==> src/rtl/seg_display_reader.sv <==
// ============================================================================
// Module   : seg_display_reader
// Brief    : Reads one memory word, converts q[15:0] (signed) to five decimal
//            digits plus sign on 7-segment outputs. Define HEX_MODE_EN to show
//            q[15:0] as four hex digits instead.
// Revision : 1.0 - initial release
// ============================================================================
`default_nettype none

module seg_display_reader (
    input  logic        clock,
    input  logic        rst,
    input  logic        start,
    input  logic [7:0]  rd_addr,
    output logic [7:0]  address,
    output logic        wren,
    input  logic [31:0] q,
    output logic        busy,
    output logic        done,
    output logic [6:0]  seg0,
    output logic [6:0]  seg1,
    output logic [6:0]  seg2,
    output logic [6:0]  seg3,
    output logic [6:0]  seg4,
    output logic [6:0]  seg_neg
);

    localparam logic [2:0] IDLE = 3'd0;
    localparam logic [2:0] RD0  = 3'd1;
    localparam logic [2:0] RD1  = 3'd2;
    localparam logic [2:0] CAP  = 3'd3;
    localparam logic [2:0] CONV = 3'd4;
    localparam logic [2:0] DONE = 3'd5;

    localparam logic [6:0] C_SEG_ZERO = 7'b1111110;
    localparam logic [6:0] C_SEG_NEG  = 7'b0000001;

    logic [2:0] r_state;
    logic       w_unused_q;

    function automatic logic [6:0] hex_to_seg(input logic [3:0] v);
        logic [6:0] s;
        case (v)
            4'h0:    s = 7'b1111110;
            4'h1:    s = 7'b0110000;
            4'h2:    s = 7'b1101101;
            4'h3:    s = 7'b1111001;
            4'h4:    s = 7'b0110011;
            4'h5:    s = 7'b1011011;
            4'h6:    s = 7'b1011111;
            4'h7:    s = 7'b1110000;
            4'h8:    s = 7'b1111111;
            4'h9:    s = 7'b1111011;
            4'hA:    s = 7'b1110111;
            4'hB:    s = 7'b0011111;
            4'hC:    s = 7'b1001110;
            4'hD:    s = 7'b0111101;
            4'hE:    s = 7'b1001111;
            default: s = 7'b1000111;
        endcase
        return s;
    endfunction

    // Only the low half-word is displayed; the upper half is intentionally dropped.
    assign w_unused_q = ^q[31:16];
    assign wren       = 1'b0;
    assign busy       = (r_state != IDLE);

`ifdef HEX_MODE_EN

    logic [15:0] r_hex;

    always_ff @(posedge clock) begin
        if (rst) begin
            r_state <= IDLE;
            address <= 8'd0;
            done    <= 1'b0;
            r_hex   <= 16'd0;
            seg0    <= C_SEG_ZERO;
            seg1    <= C_SEG_ZERO;
            seg2    <= C_SEG_ZERO;
            seg3    <= C_SEG_ZERO;
            seg4    <= C_SEG_ZERO;
            seg_neg <= 7'b0000000;
        end else begin
            done <= 1'b0;
            case (r_state)
                IDLE: begin
                    if (start) begin
                        address <= rd_addr;
                        r_state <= RD0;
                    end
                end
                RD0:  r_state <= RD1;
                RD1:  r_state <= CAP;
                CAP: begin
                    r_hex   <= q[15:0];
                    r_state <= DONE;
                end
                DONE: begin
                    seg0    <= hex_to_seg(r_hex[3:0]);
                    seg1    <= hex_to_seg(r_hex[7:4]);
                    seg2    <= hex_to_seg(r_hex[11:8]);
                    seg3    <= hex_to_seg(r_hex[15:12]);
                    seg4    <= C_SEG_ZERO;
                    seg_neg <= 7'b0000000;
                    done    <= 1'b1;
                    r_state <= IDLE;
                end
                default: r_state <= IDLE;
            endcase
        end
    end

`else

    // {bcd[19:0], binary[15:0]} double-dabble shift register
    logic [35:0] r_shift;
    logic [3:0]  r_cnt;
    logic        r_sign;
    logic [15:0] w_mag;

    function automatic logic [19:0] dabble_adjust(input logic [19:0] b);
        logic [19:0] r;
        r = b;
        for (int i = 0; i < 5; i++) begin
            if (r[i*4 +: 4] >= 4'd5)
                r[i*4 +: 4] = r[i*4 +: 4] + 4'd3;
        end
        return r;
    endfunction

    // Two's-complement negate; 0x8000 maps onto itself, read as 32768 unsigned.
    assign w_mag = q[15] ? (16'd0 - q[15:0]) : q[15:0];

    always_ff @(posedge clock) begin
        if (rst) begin
            r_state <= IDLE;
            address <= 8'd0;
            done    <= 1'b0;
            r_shift <= 36'd0;
            r_cnt   <= 4'd0;
            r_sign  <= 1'b0;
            seg0    <= C_SEG_ZERO;
            seg1    <= C_SEG_ZERO;
            seg2    <= C_SEG_ZERO;
            seg3    <= C_SEG_ZERO;
            seg4    <= C_SEG_ZERO;
            seg_neg <= 7'b0000000;
        end else begin
            done <= 1'b0;
            case (r_state)
                IDLE: begin
                    if (start) begin
                        address <= rd_addr;
                        r_state <= RD0;
                    end
                end
                RD0:  r_state <= RD1;
                RD1:  r_state <= CAP;
                CAP: begin
                    r_sign  <= q[15];
                    r_shift <= {20'd0, w_mag};
                    r_cnt   <= 4'd0;
                    r_state <= CONV;
                end
                CONV: begin
                    r_shift <= {dabble_adjust(r_shift[35:16]), r_shift[15:0]} << 1;
                    r_cnt   <= r_cnt + 4'd1;
                    if (r_cnt == 4'd15)
                        r_state <= DONE;
                end
                DONE: begin
                    seg0    <= hex_to_seg(r_shift[19:16]);
                    seg1    <= hex_to_seg(r_shift[23:20]);
                    seg2    <= hex_to_seg(r_shift[27:24]);
                    seg3    <= hex_to_seg(r_shift[31:28]);
                    seg4    <= hex_to_seg(r_shift[35:32]);
                    seg_neg <= r_sign ? C_SEG_NEG : 7'b0000000;
                    done    <= 1'b1;
                    r_state <= IDLE;
                end
                default: r_state <= IDLE;
            endcase
        end
    end

`endif

endmodule

`default_nettype wire

==> config.mk <==
export PLATFORM = sky130hd
export DESIGN_NAME = seg_display_reader
export DESIGN_NICKNAME = d
export VERILOG_FILES = /design/src/rtl/seg_display_reader.sv
export SDC_FILE = /design/constraint.sdc
export NUM_CORES = 1
export LEC_CHECK = 0
export CAP_MARGIN = 0
export CORE_MARGIN = 4
export CORE_UTILIZATION = 25
export CTS_BUF_LIST = sky130_fd_sc_hd__clkbuf_2
export DETAILED_ROUTE_END_ITERATION = 6
export GPL_TIMING_DRIVEN = 0
export SYNTH_ARGS = -nofsm -noshare
export SYNTH_HDL_FRONTEND = slang
export SYNTH_SLANG_ARGS = --single-unit
==> constraint.sdc <==
create_clock -name clock -period 2.55 [get_ports clock]
set_input_delay 0.51 -clock clock [delete_from_list [all_inputs] [get_ports clock]]
set_output_delay 0.51 -clock clock [all_outputs]
set_load 0.02 [all_outputs]
; ---- Word-level counts from Yosys, hierarchy flattened
; Memories as Yosys holds them, arrays and structs flattened. A register that Yosys moved wholly into a read port is not among the register bits.
; Index checks and enable logic that the tools add are counted.
[totals]
n_memories = 5
regBits = 60
out_inout_bits = 53
latch_bits = 0
elab_cells = 50
mem_bits_ro = 560
ramBits = 0
in_bits = 43
[memory_table]
columns = name, depth, word_bits, rd, rd_clocked_by_memory_dff, write_ports, line_no
row1 = (name not given), 16, 7, 1, 1, 0, 43  ; case (v)
row2 = (name not given), 16, 7, 1, 1, 0, 43
row3 = (name not given), 16, 7, 1, 1, 0, 43
row4 = (name not given), 16, 7, 1, 1, 0, 43
row5 = (name not given), 16, 7, 1, 1, 0, 43
[op_classes]
n_bitwise = 0
eq_ne = 8
div_mod_pow = 0
n_reduce_logical = 5
n_mul = 0
add_sub_neg = 7
n_shift = 0
magnitude_cmp = 5
muxes = 13
[ops]
columns = cell, count
row1 = $pmux W36 S2, 1
row2 = $ge A4 B3 Y1 const B, 5
row3 = $add A4 B2 Y4 const B, 4
row4 = $mux W16, 1
row5 = $mux W4, 4
row6 = $sub A1 B16 Y16 const A, 1
row7 = $pmux W3 S5, 1
row8 = $mux W3, 3
row9 = $pmux W4 S2, 1
row10 = $eq A3 B2 Y1 const B, 2
row11 = $eq A3 B3 Y1 const B, 2
row12 = $add A4 B1 Y4 const B, 1
row13 = $eq A4 B4 Y1 const B, 1
row14 = $ne A2 B2 Y1 const B, 2
row15 = $reduce_and A2 Y1, 2
row16 = $add A3 B2 Y3 const B, 1
row17 = $eq A3 B1 Y1 const B, 1
row18 = $logic_not A3 Y1, 1
row19 = $reduce_bool A3 Y1, 1
row20 = $mux W1, 2
row21 = $reduce_bool A2 Y1, 1

; ---- Depth between registers and ports, before layout
; Gate-level depths: netlist (run 1).
[depth]
depth_word = 3
depth_mapped = 8
ltp_nobuf = 7

; ---- Least setup slack after synthesis (run 1)
; OpenSTA, ideal clock, no wires.
[synth_path]
kind = input port to flip-flop
from = in q[1]
to = reg r_shift[11]
setup_time_ns = 0.130
arrival_time_ns = 2.009
path_buffers = 0
cell_stages = 5
required_time_ns = 2.420
path_slack_ns = 0.412
path_cell_list = or4_4 -> or4_4 -> o41ai_2 -> xor2_1 -> o22ai_1
[synth_between]
elab_chain_cells = 3
[synth_rtl]
columns = item, line_no
row1 = "start, declared", 17  ; input logic [31:0] q,
row2 = $sub A1 B16 Y16, 134  ; assign w_mag = q[15] ? (16'd0 - q[15:0]) : q[15:0];
row3 = $mux W16, 134
row4 = $pmux W36 S2, 152  ; case (r_state)
row5 = "end signal, assigned", 163  ; r_shift <= {20'd0, w_mag};
row6 = "end signal, assigned", 168  ; r_shift <= {dabble_adjust(r_shift[35:16]), r_shift[15:0]} << 1;
row7 = "end, declared", 118  ; logic [35:0] r_shift;
; No other way between the ends.
; A chain may end at the register's enable or synchronous reset.

; ---- Worst setup path in the final report (run 1)
[layout_path]
from = reg r_state[1]
to = out busy
[layout_between]
elab_chain_cells = 1
[layout_rtl]
columns = item, line_no
row1 = "start, declared", 38  ; logic [2:0] r_state;
row2 = "start signal, assigned", 138  ; r_state <= IDLE;
row3 = "start signal, assigned", 156  ; r_state <= RD0;
row4 = "start signal, assigned", 159  ; RD0: r_state <= RD1;
row5 = $reduce_bool A3 Y1, 67  ; assign busy = (r_state != IDLE);
row6 = "end, declared", 18  ; output logic busy,
; No other way between the ends.

==> flow_metrics.py, run 1 <==
metrics = {
    "routing": {
        "drc": 0,
        "vias": 4631,
        "drt-total-wl_um": 14400,
        "drt-vias-per-instance": 4.75,
        "drt_iter0_markers": 454,
        "wl_per_cell_um": 14.8,
        "antenna_left": 0,
        "drt_pass1_iterations": 5,
    },
    "floorplan": {
        "floorplan.initialDensity": 0.254,
        "chipHeight_um": 151,
        "rows": 52,
        "die_x_um": 151,
        "num_io_pins": 96,
        "die_area_mm2": 0.0228,
        "coreArea_mm2": 0.0202,
    },
    "grt": {
        "overflow": 0,
        "grt_usage": 0.128,
        "antenna_found_initial": 1,
        "grt_max_degree": 14,
        "grt_pass1_vias": 4492,
        "grt_pass1_wl_um": 23400,
    },
    "yosys": {
        "synth_cell_types": 57,
        "synthCells": 612,
        "synthFlopType": "dfxtp_1",
        "syn-cell-area_mm2": 0.00512,
        "synth_warnings": 0,
        "ys_seq_elements": 89,
        "synth-edff-count": 0,
        "netlist_top_cells_area": "dfxtp_1 35%, ha_1 9.0%, a211o_1 5.3%, nor2_1 4.9%, a21oi_1 4.1%",
        "ys_seq_area_frac": 0.348,
        "yosysTopAreaCellShare": 0.348,
        "synth_area_leader_cell": "dfxtp_1",
        "async_flop_share": 0,
        "avgSynthCellArea_um2": 8.36,
    },
    "worst_hold_path": {
        "hold_path_class": "reg -> reg",
    },
    "sta": {
        "max_clock_freq_mhz": 419,
        "maxSlewHeadroom": 0.530,
        "post-route-min-period_ps": 2380,
        "finalMaxSlewViolations": 0,
        "finalCritPeriodShare": 0.935,
        "final-hold-violation-count": 0,
        "worstMarginPinSlew_ps": 705,
        "rsz0062_at_grt": "no",
        "final-setup-viol-count": 0,
        "clock_skew_ps": 37.4,
        "holdWs_ps": 469,
    },
    "clock_network": {
        "clock-sinks": 89,
        "post_cts_buffers": 0,
        "cts_max_level": 3,
        "cts_made_buffers": 9,
        "cts_tree": "built",
        "cts_max_path_buffers": 2,
        "clock_latency_ps": 560,
        "hold_buffers": 0,
        "path_clk_slew_ps": 210,
        "root_buffer": "clkbuf_2",
    },
    "final_layout": {
        "final_common_cell": "dfxtp_1",
        "drive_gt1_frac": 0.0668,
        "syn2layout_area_growth_pct": 22.7,
        "fin_cells": 975,
        "final_cell_mix": "89 x dfxtp_1, 71 x clkdlybuf4s50_1, 67 x nor2_1, 56 x nand2_1, 42 x a21oi_1",
        "final_core_util": 0.311,
        "final_cell_area_mm2": 0.00628,
        "fill_cells": 2188,
        "layout.nets": 780,
    },
    "worst_setup_path": {
        "cp_slowest_cell": "clkdlybuf4s50_1",
        "worst_path_largest_cell_delay_ps": 530,
        "crit_type": "reg -> out",
        "cp_top_family": "buffers and inverters",
        "worst-endpoint-arrival_ps": 1870,
        "worstPathCellList": "buf_2 -> nor3_4 -> inv_1 -> clkdlybuf4s50_1",
        "required_ps": 2040,
        "cp-start-kind": "flip-flop",
        "crit_buf_inv": 3,
        "worstPathMaxFanout": 10,
        "cp-end-kind": "output pin",
    },
    "pwr": {
        "max-vdd-ir-drop_v": 0.000130,
        "leakage_nw": 2.27,
        "p_per_area_mw_per_mm2": 388,
    },
    "flow_run": {
        "max_cap_viol_count": 0,
    },
    "placed_design": {
        "place_area_mm2": 0.00619,
        "numPortBuffers": 71,
        "gp_congestion": 0.849,
        "dpl.hpwl_um": 10500,
        "placedCellCount": 959,
    },
    "outcome": {
        "status": "complete, no violations",
    },
}
==> layout make-up <==
| type | instances | area, µm² | share of cell area |
|---|---|---|---|
| Multi-Input combinational cell | 447 | 2990 | 0.477 |
| Sequential cell | 89 | 1780 | 0.284 |
| Timing Repair Buffer | 71 | 711 | 0.113 |
| Tap cell | 270 | 338 | 0.0538 |
| Buffer | 51 | 260 | 0.0415 |
| Inverter | 31 | 116 | 0.0185 |
| Clock buffer | 10 | 50.0 | 0.00797 |
| Clock inverter | 5 | 23.8 | 0.00379 |
| Antenna cell | 1 | 2.50 | 0.000399 |
==> sequential cells by signal (all words and copies together), names as in the netlist, 3 cells and up <==
register and count:
seg0 7, r_shift 36, r_cnt 4, seg2 7, seg4 7, seg1 7
r_state 3, seg3 7, address 8
==> report_power, final <==
| group | internal (mW) | switching, mW | total [mW] |
|---|---|---|---|
| logic | 0.161 | 0.218 | 0.378 |
| registers | 1.43 | 0.0238 | 1.45 |
| clock network | 0.118 | 0.484 | 0.602 |
==> layer usage <==
layer,vias to the layer above,GRT usage,part of all wire
met5,-,0,0
met4,0,0.0399,0.013
met3,11,0.0245,0.043
met2,89,0.216,0.48
met1,2190,0.164,0.47
li1,2341,-,-
==> cells in the mapped netlist, types with 3 or more instances <==
| master | instances |
|---|---|
| o21bai_1 | 4 |
| o32ai_1 | 6 |
| o21ai_0 | 35 |
| nand2b_1 | 6 |
| xnor2_1 | 10 |
| mux2i_1 | 3 |
| buf_4 | 7 |
| nand2_1 | 56 |
| a22oi_1 | 8 |
| o22ai_1 | 7 |
| a22o_1 | 11 |
| o31ai_1 | 3 |
| clkbuf_8 | 3 |
| a211o_1 | 31 |
| nor2_1 | 67 |
| dfxtp_1 | 89 |
| a31oi_1 | 3 |
| mux4_2 | 5 |
| mux2_2 | 5 |
| ha_1 | 37 |
| nor3_1 | 19 |
| a221oi_1 | 7 |
| inv_1 | 29 |
| a211oi_1 | 15 |
| nor2b_1 | 11 |
| o211ai_1 | 4 |
| and2_1 | 4 |
| buf_1 | 7 |
| xor2_1 | 10 |
| clkbuf_1 | 31 |
| a21oi_1 | 42 |
==> per-stage QoR <==
step / total power, mW / setup TNS [ps] / setup slack [ps]
floorplan: 1.70 / 0 / 412
global placement: 1.85 / -822 / -245
detailed placement: 1.86 / -885 / -273
CTS: 2.46 / 0 / 41.7
global route: 2.56 / 0 / 15.5
finish: 2.43 / 0 / 166
==> worst paths after layout <==
check,slack (ps),from,depth (start not counted),to
worst min register to register,470,address[2],2,address[2]
worst min-delay path,470,address[2],2,address[2]
worst max register to register,260,r_state[1],7,seg4[3]
worst max-delay path,170,r_state[1],4,busy
==> tightest hold or removal path: stages (launching register included) <==
cell and delay [ps]:
dfxtp_1 350, nand2_1 50, a21oi_1 50
==> what timing repair did <==
action | 4_1_cts | 5_1_grt
pin swaps | 0 | 0
resized for setup | 1 | 4
endpoints found under the setup margin | 1 | 7
==> cell families after synthesis <==
kind of cell	share of synthesized area
AOI/OAI and AO/OA	0.253
DFF	0.348
adders and majority gates	0.0905
xor gates and xnor gates	0.0342
and+or+nand+nor	0.161
other	0.000733
buffers and inverters	0.0731
muxes	0.0389
Note: power is estimated with default switching activity, not from simulation.
==> inputs of run 2 (changes only) <==
Settings changed: CORE_UTILIZATION 25 to 47, PLACE_DENSITY set to 0.73, SETUP_SLACK_MARGIN set to 0.4.
==> flow_metrics.py, run 2 (same netlist as run 1, synthesis figures left out) <==
metrics = {
    "grt": {
        "grt_pass1_vias": 4441,
        "overflow": 0,
        "grt_max_degree": 14,
        "grt_pass1_wl_um": 21500,
        "grt_usage": 0.203,
        "antenna_found_initial": 1,
    },
    "final_layout": {
        "final_cell_area_mm2": 0.00618,
        "layout.nets": 780,
        "multiInputGateArea_mm2": 0.00301,
        "largest_register_ffs": 36,
        "largestRegisters": "r_shift x36, address x8",
        "drive_gt1_frac": 0.0825,
        "fin_cells": 840,
        "fill_cells": 1002,
        "syn2layout_area_growth_pct": 20.8,
        "final_common_cell": "dfxtp_1",
        "final_cell_mix": "87 x dfxtp_1, 66 x nor2_1, 65 x clkdlybuf4s50_1, 56 x nand2_1, 42 x a21oi_1",
        "regArea_mm2": 0.00179,
        "largest-register": "r_shift",
    },
    "pwr": {
        "netSwitchingPower_mw": 0.705,
        "max-vdd-ir-drop_v": 0.000297,
        "clkPwrFrac": 0.299,
        "leakage_nw": 2.31,
        "pwr-share-comb": 0.143,
        "internal_power_mw": 1.90,
        "p_per_area_mw_per_mm2": 422,
        "pwr-share-seq": 0.558,
        "p_sw_frac": 0.270,
    },
    "clock_network": {
        "root_buffer": "clkbuf_2",
        "path_clk_slew_ps": 240,
        "post_cts_buffers": 0,
        "hold_buffers": 0,
        "cts_max_path_buffers": 2,
        "clock_latency_ps": 540,
        "cts_max_level": 3,
        "clock-sinks": 89,
        "cts_made_buffers": 9,
        "cts_tree": "built",
    },
    "worst_setup_path": {
        "worstPathMaxFanout": 4,
        "required_ps": 3000,
        "critPathLaunch": "q[5]",
        "r2r-start": "r_state[1]",
        "cp-end-kind": "flip-flop",
        "crit_buf_inv": 1,
        "cp_slowest_cell": "or4_4",
        "cp-start-kind": "input pin",
        "worst-endpoint-arrival_ps": 2570,
        "crit_path_frequent_cell": "or4_4",
        "worstPathCellList": "clkdlybuf4s50_1 -> or4_4 -> or4_4 -> o41ai_2 -> xor2_1 -> o22ai_1",
        "worst_path_largest_cell_delay_ps": 520,
        "cp_top_family": "simple AND/OR/NAND/NOR gates",
        "crit_type": "in -> reg",
    },
    "outcome": {
        "status": "complete, no violations",
    },
    "sta": {
        "rsz0062_at_grt": "no",
        "post-route-min-period_ps": 2120,
        "max_clock_freq_mhz": 471,
        "finalCritPeriodShare": 0.832,
        "maxSlewHeadroom": 0.555,
        "finalMaxSlewViolations": 0,
        "final-hold-violation-count": 0,
        "clock_skew_ps": 18.5,
        "holdWs_ps": 471,
        "worstMarginPinSlew_ps": 668,
        "final-setup-viol-count": 0,
    },
    "placed_design": {
        "placedCellCount": 825,
        "gp_congestion": 0.944,
        "place_area_mm2": 0.00602,
        "dpl.hpwl_um": 9660,
        "numPortBuffers": 71,
    },
    "flow_run": {
        "max_cap_viol_count": 0,
    },
    "routing": {
        "drt-vias-per-instance": 5.67,
        "antenna_left": 0,
        "drt-total-wl_um": 13200,
        "drc": 0,
        "vias": 4759,
        "drt_iter0_markers": 264,
        "drt_pass1_iterations": 5,
        "wl_per_cell_um": 15.7,
    },
    "floorplan": {
        "rows": 37,
        "coreArea_mm2": 0.0105,
        "die_area_mm2": 0.0126,
        "chipHeight_um": 112,
        "floorplan.initialDensity": 0.489,
        "die_x_um": 112,
        "num_io_pins": 96,
    },
    "worst_hold_path": {
        "min_from": "address[5]",
        "hold_path_class": "reg -> reg",
    },
}
## run 2: cell count changes in the layout (fill, tap and decap cells not counted), sizes merged
| cell | previous run | this run |
|---|---|---|
| clkbuf | 45 | 46 |
| clkinv | 6 | 3 |
| clkdlybuf4s50 | 71 | 65 |
| dlymetal6s2s | 0 | 3 |
| bufinv | 0 | 2 |
| dlygate4sd2 | 0 | 2 |
## run 2: final timing paths
check        slack, ps  cells past startpoint          end
min                470                      2   address[5]
max                430                      6  r_shift[11]
min reg2reg        470                      2   address[5]
max reg2reg        510                      6  r_shift[15]
## run 2: tightest hold or removal path: stages, from the launching register on
cell and delay [ps]:
dfxtp_1 360, nand2_1 50, a21oi_1 50
## run 2: layout make-up
type,instances,share of cell area
antenna,1,0.000405
buffer,51,0.0431
clock buffer,10,0.00810
clock inverter,4,0.0113
inverter,31,0.0188
multi-input combinational,447,0.487
sequential,89,0.289
tap,136,0.0275
timing repair buffer,71,0.115
## run 2: power groups by stage
stage | logic (mW) | registers (mW) | clock network (mW)
floorplan | 0.198 | 1.50 | 0
global placement | 0.363 | 1.48 | 0
detailed placement | 0.369 | 1.48 | 0
CTS | 0.369 | 1.45 | 0.792
global route | 0.405 | 1.46 | 0.846
finish | 0.373 | 1.45 | 0.780
## run 2: layer usage
layer  GRT usage  share of wire  vias up
met5           0              0        -
met1       0.267           0.45     2254
li1            -              -     2337
met3      0.0356          0.059       13
met4      0.0497          0.011        0
met2       0.346           0.48      155
## run 2: repair_timing
| item | 4_1_cts | 5_1_grt |
|---|---|---|
| gates resized for setup | 9 | 16 |
| setup endpoints to repair | 38 | 24 |
| endpoints found under the hold margin | 0 | 0 |
## run 2: through the flow
step | TNS, ps | util | worst slack (ps) | power [mW]
after CTS | 0 | 0.588 | 323 | 2.61
after floorplan | 0 | - | 412 | 1.70
final | 0 | 0.591 | 427 | 2.61
after global routing | 0 | 0.591 | 400 | 2.71
after detailed placement | -745 | 0.575 | -227 | 1.85
after global placement | -681 | 0.575 | -230 | 1.84
==> patch 1, RTL diff (settings of run 1) <==
Put a register stage on the output `busy`, without a reset. The value now appears one clock later. The other outputs are not delayed to match.
--- a/src/rtl/seg_display_reader.sv
+++ b/src/rtl/seg_display_reader.sv
@@ -66,3 +66,5 @@
     assign wren       = 1'b0;
-    assign busy       = (r_state != IDLE);
+    always_ff @(posedge clock) begin
+        busy <= (r_state != IDLE);
+    end
 
Behaviour: not the same (a bounded check fails within 4 cycles, from zero or initial values and one cycle with rst high).
==> patch 1 against run 1 <==
Power up 8.9%. Setup slack better by 0.031 ns. Via count down 0.15%. Synthesized area up 0.39%. Sequential cell count up 1. Final cell count up 0.21%. Final area up 1.0%. Wire length down 1.1%. Largest cell class unchanged.
==> patch 1: results <==
{
  "hold_path_startpoint": "address[5]$_SDFFE_PP0P_",
  "leakage_nw": 2.297,
  "swShare": 0.2726,
  "ys_seq_area_frac": 0.3508,
  "grt_use_total": 0.1227,
  "ctsResizeCount": 0,
  "grt_max_degree": 15,
  "crit_slowest_cell": "clkbuf_1",
  "grt_pass1_vias": 4335,
  "outcome": "complete, no violations",
  "detail_route.wl_per_cell_um": 14.57,
  "ir_drop_uv": 187.6,
  "first_iter_violations": 349,
  "grt_pass1_wl_mm": 22.36,
  "synthTopCellsByCount": "90 x dfxtp_1, 67 x nor2_1, 56 x nand2_1, 42 x a21oi_1, 37 x ha_1",
  "drive_above_1_share": 0.06516,
  "hold_slack_ns": 0.4704,
  "yosys-top-cells-area": "dfxtp_1 35%, ha_1 9.0%, a211o_1 5.3%",
  "cp.arrival_ns": 2.82,
  "place_congestion": 0.8630,
  "hpwl_mm": 10.52,
  "placed_area_um2": 6207,
  "worstHoldEndpoint": "address[5]$_SDFFE_PP0P_",
  "finClkSkew_ns": 0.02595,
  "reg2reg_to": "seg1[5]$_SDFFE_PP1P_",
  "detailedPlace.worstSlack_ns": -0.2357,
  "drtPass1Iterations": 4,
  "fillerInstances": 2139
}
## patch 1: changes by cell type in the layout (fill, tap and decap cells not counted)
| cell | change |
|---|---|
| clkbuf_2 | -1 |
| nor3_4 | -1 |
| nor3_1 | +1 |
| buf_1 | +1 |
| clkinvlp_4 | +1 |
| dfxtp_1 | +1 |
| clkinv_2 | -2 |
| bufinv_16 | +2 |
## patch 1: kinds of logic (layout without fill, tap and decap cells)
logic type	after synthesis	in the layout	synth area share
AO/OA/AOI/OAI	188	188	0.2521
XOR/XNOR	20	20	0.03410
adder cells (fa/ha/maj)	37	37	0.09013
buffers and inverters	82	169	0.07284
flip-flops	90	90	0.3508
multiplexers	13	13	0.03873
other	1	8	0.0007301
AND/OR/NAND/NOR	182	182	0.1605
## patch 1: per-stage QoR
| step | instances | utilization |
|---|---|---|
| final | 977 | 0.3134 |
| after global routing | 977 | 0.3134 |
| after CTS | 976 | 0.3133 |
| after detailed placement | 960 | 0.3068 |
| after global placement | 960 | 0.3068 |
| after floorplan | 619 | - |
## patch 1: worst max path at each step
stage / startpoint / to / slack, ns / cells after the start
2_1_floorplan: q[1] / r_shift[11]$_SDFFE_PP0P_ / 0.41 / 5
3_3_place_gp: q[0] / r_shift[11]$_SDFFE_PP0P_ / -0.23 / 6
3_5_place_dp: q[0] / r_shift[15]$_SDFFE_PP0P_ / -0.24 / 5
4_1_cts: r_state[1]$_SDFFE_PP0P_ / seg1[5]$_SDFFE_PP1P_ / 0.18 / 7
5_1_grt: r_state[1]$_SDFFE_PP0P_ / seg2[5]$_SDFFE_PP1P_ / 0.04 / 7
6_report: r_state[1]$_SDFFE_PP0P_ / seg1[5]$_SDFFE_PP1P_ / 0.20 / 7
## patch 1: tightest hold or removal path, cell delays in order (launching register included)
cell and delay [ns]:
dfxtp_1 0.36, nand2_1 0.05, a21oi_1 0.05
## patch 1: power groups by stage
stage                     Combinational, mW  Sequential [mW]  Clock, mW
after floorplan                       0.193             1.52          0
after global placement                0.377             1.50          0
after detailed placement              0.377             1.50          0
after CTS                             0.379             1.47      0.840
after global routing                  0.413             1.48      0.893
final                                 0.375             1.47      0.804
## patch 1: layer usage
layer	vias up	routed length, um	GRT usage
met5	-	0	0
met4	0	170	0.03354
met3	10	678	0.02304
li1	2347	-	-
met2	73	6769	0.2027
met1	2194	6619	0.1638
## patch 1: layout make-up
class	count	share of cell area
multi-input cells	447	0.4703
flip-flops and latches	90	0.2841
well taps	270	0.05326
inverters	31	0.01835
clock inverters	6	0.01282
clock buffers	10	0.007891
plain buffers	51	0.04084
repair buffers	71	0.1121
diodes	1	0.0003946
==> patch 2, RTL diff (flow settings as in run 1) <==
Made on the original files. The option `HEX_MODE_EN` is turned on by a define.
--- a/src/rtl/seg_display_reader.sv
+++ b/src/rtl/seg_display_reader.sv
@@ -8,2 +8,4 @@
 `default_nettype none
+
+`define HEX_MODE_EN
 
Behaviour: not the same (Yosys sat finds a counterexample within 10 cycles, from zero or initial values and one cycle with rst high).
==> patch 2 against run 1 <==
Wire length is 44% lower. Highest routed layer unchanged. Non-clock buffer count is 17 lower. Critical path depth is 1 lower. Synthesized area is 39% lower. Register-to-register slack better by 0.66 ns. Sequential cell count is 33 lower. Power is 34% lower. Via count is 43% lower. Final area is 36% lower. Combinational power is 12% lower. Setup slack better by 0.025 ns.
==> patch 2: results <==
{
  "outcome": "complete, no violations",
  "clk_share": 0.009308,
  "drtPass1Iterations": 5,
  "grt_pass1_wl_mm": 12.94,
  "use_met3": 0.04036,
  "detail_route.wl_per_cell_um": 13.27,
  "cp.arrival_ns": 1.85,
  "top_layer": "met4",
  "clkTransAtPathRegs_ns": 0.26,
  "synth_cell_types": 39,
  "slew_headroom": 0.6015,
  "hp-class": "reg -> reg",
  "first_iter_violations": 115,
  "yosysWarnings": 0,
  "finClkSkew_ns": 0.02596,
  "place_congestion": 0.8969,
  "largest_reg_flops": 16,
  "grt_pass1_vias": 2616,
  "hpwl_mm": 6.233,
  "multi_input_area_um2": 1714,
  "root_buffer": "clkbuf_2",
  "drc": 0,
  "inv_count": 15,
  "nNonClkBuffers": 105,
  "taps": 168,
  "cts_setup_buffers": 0,
  "async_reset_ff_frac": 0,
  "yosys-top-cells-area": "dfxtp_1 36%, ha_1 11%, nand2_1 8.1%",
  "grt_use_total": 0.1109,
  "leakage_nw": 1.573,
  "port_buffers": 63,
  "wirelength_met1_mm": 3.710,
  "wl_met2_mm": 3.628,
  "num-multi-input-gates": 257,
  "ys_seq_area_frac": 0.3610,
  "buf_share": 0.2215,
  "diodes": 0,
  "fin_nets": 511,
  "ir_drop_uv": 204.1,
  "h-tree-depth": 2,
  "clkbuf_count": 5,
  "top_regs": "r_hex: 16 flops, address: 8 flops",
  "use_met1": 0.1373,
  "met2_usage": 0.1840,
  "fillerInstances": 1305,
  "ctsResizeCount": 0,
  "drive_above_1_share": 0.1114,
  "ys_ff_latch": 56,
  "antenna_found_initial": 0,
  "vias": 2654,
  "detailedPlace.worstSlack_ns": 0.6266,
  "grt_max_degree": 17,
  "cp_max_fo": 10,
  "regArea_um2": 1121,
  "synthTopCellsByCount": "67 x nand2_1, 56 x dfxtp_1, 44 x a21oi_1, 28 x ha_1, 16 x buf_4",
  "wl_met3_um": 664,
  "clock_path_buffers": 2,
  "clock_latency_ns": 0.45
}
==> patch 2: per-stage QoR <==
stage / hold slack (ns) / total power, mW / instance area, um2 / utilization / instances
global route: 0.5006 / 1.692 / 4033 / 0.3343 / 608
finish: 0.4793 / 1.598 / 4033 / 0.3343 / 608
global placement: 0.4410 / 1.263 / 3995 / 0.3312 / 601
CTS: 0.4810 / 1.620 / 4033 / 0.3343 / 608
detailed placement: 0.4505 / 1.271 / 3995 / 0.3312 / 601
floorplan: 0.4845 / 1.152 / 3154 / - / 370
==> patch 2: critical path: stages, from the launching register on <==
cell and delay, ns:
dfxtp_1 0.37, buf_6 0.14, or3_1 0.36, clkdlybuf4s50_1 0.55
==> patch 2: kinds of logic (layout without fill, tap and decap cells) <==
| family | count (synthesis) | in the layout | synth area share |
|---|---|---|---|
| AOI/OAI and AO/OA | 88 | 88 | 0.1785 |
| and+or+nand+nor | 106 | 106 | 0.1648 |
| muxes | 19 | 19 | 0.07494 |
| other | 2 | 15 | 0.002418 |
| adders and majority gates | 28 | 28 | 0.1128 |
| DFF | 56 | 56 | 0.3610 |
| buffers and inverters | 57 | 127 | 0.1027 |
| xor gates and xnor gates | 1 | 1 | 0.002821 |
==> patch 2: final timing paths <==
kind | startpoint | endpoint | slack [ns] | cells past startpoint
worst max-delay path | r_state[2]$_SDFFE_PP0P_ | busy | 0.19 | 3
worst min-delay path | address[5]$_SDFFE_PP0P_ | address[5]$_SDFFE_PP0P_ | 0.48 | 2
worst max register to register | r_hex[9]$_SDFFE_PP0N_ | seg2[3]$_SDFFE_PP1P_ | 0.92 | 5
worst min register to register | address[5]$_SDFFE_PP0P_ | address[5]$_SDFFE_PP0P_ | 0.48 | 2
==> patch 2: power breakdown <==
part           switching (mW)  internal, mW
clock                   0.282        0.0616
sequential             0.0180         0.906
combinational           0.174         0.157
